## config.mk

```make
export PLATFORM = sky130hd
export DESIGN_NAME = regfile
export DESIGN_NICKNAME = d
export VERILOG_FILES = /design/src/rtl/philv_pkg.sv /design/src/rtl/regfile_init_ctrl.sv /design/src/rtl/regfile.sv
export SDC_FILE = /design/constraint.sdc
export NUM_CORES = 1
export LEC_CHECK = 0
export CAP_MARGIN = 15
export CELL_PAD_IN_SITES_DETAIL_PLACEMENT = 1
export CELL_PAD_IN_SITES_GLOBAL_PLACEMENT = 2
export CORE_MARGIN = 3
export CORE_UTILIZATION = 49
export DETAILED_ROUTE_END_ITERATION = 12
export PLACE_DENSITY = 0.79
export SKIP_CTS_REPAIR_TIMING = 1
export SLEW_MARGIN = 20
export SYNTH_ARGS = -nofsm -noshare
export SYNTH_HDL_FRONTEND = slang
export SYNTH_SLANG_ARGS = --single-unit
export TNS_END_PERCENT = 30
```

## constraint.sdc

```tcl
create_clock -name clk -period 4.4 [get_ports clk]
set_clock_uncertainty 0.1 [all_clocks]
set_input_delay 0.88 -clock clk [delete_from_list [all_inputs] [get_ports clk]]
set_output_delay 0.88 -clock clk [all_outputs]
set_load 0.02 [all_outputs]
```

## src/rtl/philv_pkg.sv

```systemverilog
// ----------------------------------------------------------------------------
// philv_pkg
//   Shared definitions for the PhilosophyV core.
//   - XLEN / REG_ADDR_W : architectural data and register-address widths
//   - REG_ZERO          : address of the hardwired-zero register (x0)
//   - xlen_t, reg_addr_t: convenience data / register-address types
//   - rf_state_t        : register-file init sequencer states
// ----------------------------------------------------------------------------
package philv_pkg;

    localparam int XLEN       = 32;
    localparam int REG_ADDR_W = 5;

    typedef logic [REG_ADDR_W-1:0] reg_addr_t;
    typedef logic [XLEN-1:0]       xlen_t;

    localparam reg_addr_t REG_ZERO = 5'd0;

    typedef enum logic {
        RF_INIT,
        RF_READY
    } rf_state_t;

endpackage

```

## src/rtl/regfile_init_ctrl.sv

```systemverilog
// ----------------------------------------------------------------------------
// regfile_init_ctrl
//   Post-reset sweep sequencer for the register file. After reset it walks
//   init_ptr from 1 up to NUM_REGS-1, one entry per cycle, requesting a zero
//   write to each entry, then parks in RF_READY until the next reset.
//
// Ports
//   clk      in   clock, all state updates on posedge
//   rst      in   asynchronous active-low reset
//   busy     out  high while the sweep runs (registered)
//   init_we  out  sweep write strobe
//   init_wa  out  sweep write address (current init_ptr)
// ----------------------------------------------------------------------------
module regfile_init_ctrl
    import philv_pkg::*;
#(
    parameter int NUM_REGS = 32,
    parameter int ADDR_W   = $clog2(NUM_REGS)
) (
    input  logic              clk,
    input  logic              rst,
    output logic              busy,
    output logic              init_we,
    output logic [ADDR_W-1:0] init_wa
);

    localparam logic [ADDR_W-1:0] LAST_ADDR = ADDR_W'(NUM_REGS - 1);

    rf_state_t         state;
    logic [ADDR_W-1:0] init_ptr;

    // Entry 0 is never swept: it is hardwired to zero on the read side.
    // NOTE: sequential state uses non-blocking assignments so every register
    // samples the pre-edge values of its neighbours.
    always_ff @(posedge clk or negedge rst) begin
        if (!rst) begin
            state    <= RF_INIT;
            init_ptr <= ADDR_W'(1);
            busy     <= 1'b1;
        end else begin
            case (state)
                RF_INIT: begin
                    init_ptr <= init_ptr + ADDR_W'(1);
                    // Last entry is written on this edge; busy drops with it.
                    if (init_ptr == LAST_ADDR) begin
                        state <= RF_READY;
                        busy  <= 1'b0;
                    end
                end
                RF_READY: begin
                    // Idle until the next reset restarts the sweep.
                end
                default: begin
                    state <= RF_INIT;
                    busy  <= 1'b1;
                end
            endcase
        end
    end

    assign init_we = (state == RF_INIT);
    assign init_wa = init_ptr;

endmodule

```

## src/rtl/regfile.sv

```systemverilog
// ----------------------------------------------------------------------------
// regfile
//   Architectural integer register file: one write port (write-back stage),
//   two registered read ports (decode stage). Entry 0 reads as zero. After
//   reset an init sweep clears entries 1..NUM_REGS-1, one per cycle; reads and
//   writes are ignored while busy is high. The array itself has no reset so it
//   can map onto distributed RAM.
//
// Ports
//   clk       in   clock, all state updates on posedge
//   rst       in   asynchronous active-low reset
//   busy      out  high while the init sweep runs
//   we        in   write enable
//   wa        in   write address
//   wd        in   write data
//   rd_ena    in   read request, samples ra1/ra2
//   ra1, ra2  in   read addresses
//   rd1, rd2  out  registered read data, valid when rd_valid=1
//   rd_valid  out  one-cycle pulse after an accepted rd_ena
//
// Configuration
//   REGFILE_DEBUG_PORT_EN : when defined, adds dbg_addr (in) and dbg_data
//   (out), a combinational third read path with no write bypass.
// ----------------------------------------------------------------------------
module regfile
    import philv_pkg::*;
#(
    parameter int N        = XLEN,
    parameter int NUM_REGS = 32,
    parameter int ADDR_W   = $clog2(NUM_REGS)
) (
    input  logic              clk,
    input  logic              rst,
    output logic              busy,
    input  logic              we,
    input  logic [ADDR_W-1:0] wa,
    input  logic [N-1:0]      wd,
    input  logic              rd_ena,
    input  logic [ADDR_W-1:0] ra1,
    input  logic [ADDR_W-1:0] ra2,
    output logic [N-1:0]      rd1,
    output logic [N-1:0]      rd2,
    output logic              rd_valid
`ifdef REGFILE_DEBUG_PORT_EN
    ,
    input  logic [ADDR_W-1:0] dbg_addr,
    output logic [N-1:0]      dbg_data
`endif
);

    logic [N-1:0] mem [NUM_REGS];

    logic              init_we;
    logic [ADDR_W-1:0] init_wa;

    regfile_init_ctrl #(
        .NUM_REGS (NUM_REGS),
        .ADDR_W   (ADDR_W)
    ) u_init_ctrl (
        .clk     (clk),
        .rst     (rst),
        .busy    (busy),
        .init_we (init_we),
        .init_wa (init_wa)
    );

    // ------------------------------------------------------------------
    // Write port: the sweep owns it while busy; afterwards the user port,
    // with writes to entry 0 discarded.
    // ------------------------------------------------------------------
    logic              usr_we;
    logic              wen;
    logic [ADDR_W-1:0] waddr;
    logic [N-1:0]      wdata;

    assign usr_we = !busy && we && (wa != '0);
    assign wen    = init_we || usr_we;
    assign waddr  = init_we ? init_wa : wa;
    assign wdata  = init_we ? '0      : wd;

    // NOTE: the storage array is deliberately left without a reset; a reset
    // would stop it mapping to RAM, and the sweep defines its contents.
    always_ff @(posedge clk) begin
        if (wen) begin
            mem[waddr] <= wdata;
        end
    end

    // ------------------------------------------------------------------
    // Read ports: x0 reads zero, otherwise a same-cycle write to the same
    // address is forwarded (write-first), otherwise the stored value.
    // ------------------------------------------------------------------
    logic [N-1:0] rd1_next;
    logic [N-1:0] rd2_next;
    logic         rd_accept;

    // NOTE: every always_comb output gets a default first, so no path can
    // leave it unassigned and infer a latch.
    always_comb begin
        rd1_next = '0;
        rd2_next = '0;
        if (ra1 != '0) begin
            rd1_next = (usr_we && (wa == ra1)) ? wd : mem[ra1];
        end
        if (ra2 != '0) begin
            rd2_next = (usr_we && (wa == ra2)) ? wd : mem[ra2];
        end
    end

    assign rd_accept = rd_ena && !busy;

    always_ff @(posedge clk or negedge rst) begin
        if (!rst) begin
            rd1      <= '0;
            rd2      <= '0;
            rd_valid <= 1'b0;
        end else begin
            rd_valid <= rd_accept;
            if (rd_accept) begin
                rd1 <= rd1_next;
                rd2 <= rd2_next;
            end
        end
    end

`ifdef REGFILE_DEBUG_PORT_EN
    // Observation port: raw array contents, no bypass, valid in all states.
    assign dbg_data = (dbg_addr == '0) ? '0 : mem[dbg_addr];
`endif

endmodule

```

==> results.toml <==
[status]
status = "finished, final reports clean"

[global_routing]
grt_overflow = 0
grt_pass1_vias = 31652
grt_pass1_wl_mm = 237
antenna_found_initial = 2
grt_max_degree = 58
track_usage = 0.309

[synthesis]
netlist_instances = 2610
synth_nets = 2663
synth_edf_count = 1024
ys.flop_type = "edfxtp_1"
yosys_warnings = 0
yosys.cell_count.top_type = "edfxtp_1"
syn_area_mm2 = 0.0506
yosys.area.top_type_share = 0.607
yosys-top-cells-count = "1024 x edfxtp_1, 399 x mux4_2, 257 x mux2i_1"
yosysUniqueCellTypes = 63
ys_top_cells_by_area = "edfxtp_1 61%, mux4_2 18%, mux2i_1 5.1%, dfrtp_1 3.5%, a221oi_1 1.7%"
ys_seq_area_frac = 0.643
synth_compound_area_frac = 0.0698
avgSynthCellArea_um2 = 19.4
ys_ff_latch = 1096
synth_top_family_by_area = "multiplexers"
post_synth_and_or_nand_nor_area_fraction = 0.0123
synth.area.mux_share = 0.248
synth_largest_area_cell = "edfxtp_1"
synth_xor_area_frac = 0.00225
postSynth.asyncResetShare = 0.0657
synthAdderAreaFrac = 0.000494

[clocking]
numCtsBuffers = 112
clkSinkCount = 1096
clockBufferDepth = 3
clk_pin_slew_worst_paths_ns = 0.06
root_buffer = "clkbuf_16"
cts_max_level = 3
cts_tree = "done"
worstSkewPairLatency_ns = 0.70

[die]
coreArea_mm2 = 0.102
die_area_mm2 = 0.107
die_w_um = 327
die_h_um = 327
start_util = 0.496
ios = 117
fp-row-count = 117

[power_and_ir_drop]
peakVddDrop_mv = 0.348
cellLeakagePower_nw = 18.9
p_per_area_mw_per_mm2 = 408

[sta]
fmax_mhz = 323
setup_violations = 0
rsz0062_at_grt = "false"
slew_headroom = 0.277
hold_slack_ns = 0.179
finalMaxSlewViolations = 0
setup_tns_ns = 0
post-route-min-period_ns = 3.09
hold_violations = 0
tightestPinTransition_ns = 1.08
fin_crit_sh = 0.703

[worst_setup_path]
setup.worst_path.start_class = "input pin"
critical_path_class = "in2reg"
required_ns = 4.84
arrival_ns = 3.53
crit_path_end_kind = "register"
critPathMaxFanout = 35
r2r_cells = 5

[final_layout]
fin_nets = 2835
nFillCells = 8882
antenna_cells = 0
area_growth_pct = 14.3
drive_above_1_share = 0.299

[placement]
numPortBuffers = 116
gp_congestion = 0.853
dp_hpwl_mm = 104

[route]
route.detailed.drc = 0
wl_per_cell_um = 38.8
drt_wl_total_mm = 165
firstDrtPassIters = 6
num_vias = 30046
drtIter0Drc = 4146
ant_nets = 0
avgViaCountPerCell = 7.07

[run]
cap_violations = 0

[worst_hold_path]
hold_class = "in2async"
## final timing paths
kind / startpoint / end / slack, ns
hold / removal: rst / u_init_ctrl.init_wa[1] / 0.18
min in group clk: u_init_ctrl.busy / u_init_ctrl.busy / 0.41
setup / recovery: ra1[0] / rd1[29] / 1.31
hold reg to reg: u_init_ctrl.busy / u_init_ctrl.busy / 0.41
setup reg to reg: u_init_ctrl.state / mem[6][25] / 1.31
max in group asynchronous: rst / rd2[25] / 3.09
## power breakdown
part / total [mW] / internal, mW / switching [mW]
Clock: 9.76 / 5.65 / 4.11
Combinational: 2.28 / 0.903 / 1.38
Sequential: 11.6 / 11.5 / 0.0910
Total: 23.6 / 18.1 / 5.58
## layout make-up
cell class	instances	area, um2	area share
clock buffer	137	2950	0.0509
clock inverter	75	793	0.0137
inverter	6	22.5	0.000389
sequential	1096	32600	0.562
multi-input combinational	1287	17200	0.297
tap	1368	1710	0.0296
timing repair buffer	279	2660	0.0460
## cell usage in the layout (no fill, tap or decap), drive strengths merged, types with 32 or more instances in the layout
cell type / count
a221oi: 117
a222oi: 33
a22oi: 62
and2: 36
buf: 172
clkbuf: 138
clkdlybuf4s50: 106
clkinv: 50
dfrtp: 70
edfxtp: 1024
mux2i: 257
mux4: 427
nor2: 38
o21a: 32
o21ai: 78
## stage by stage
stage | instance area (um2) | std cells | util | power (mW) | setup slack, ns
2_1_floorplan | 50600 | 2610 | - | 13.1 | 0.903
3_3_place_gp | 54100 | 4035 | 0.529 | 14.0 | 0.647
3_5_place_dp | 54100 | 4035 | 0.529 | 14.1 | 0.618
4_1_cts | 57800 | 4247 | 0.566 | 23.8 | 1.34
5_1_grt | 57900 | 4248 | 0.567 | 24.3 | 1.20
6_report | 57900 | 4248 | 0.567 | 23.6 | 1.31
## logic make-up after synthesis
kind of cell	after synthesis
buffers and inverters	227
DFF	1096
AOI/OAI and AO/OA	443
xor gates and xnor gates	13
and+or+nand+nor	122
adders and majority gates	2
muxes	707
## worst max-delay path, cell delays in order
cell and delay, ns:
buf_8 0.41, buf_12 0.31, buf_12 0.23, mux4_2 0.54, mux2i_1 0.35, o21ai_0 0.18, a222oi_1 0.37, o21ai_0 0.16
## flip-flops by register name, summed over array words and instances, names as in the netlist
| register | count |
|---|---|
| u_init_ctrl.busy | 1 |
| u_init_ctrl.state | 1 |
| rd2 | 32 |
| rd_valid | 1 |
| rd1 | 32 |
| u_init_ctrl.init_wa | 5 |
| mem | 1024 |
## layer usage
layer,part of all wire,GRT usage,wire length [um],vias to the layer above
met5,0,0,0,-
met4,0.043,0.122,7040,0
met3,0.086,0.0549,14200,349
met2,0.48,0.497,79300,1727
met1,0.39,0.424,64200,16178
li1,-,-,-,11792
Power figures use the tool's default switching activity.
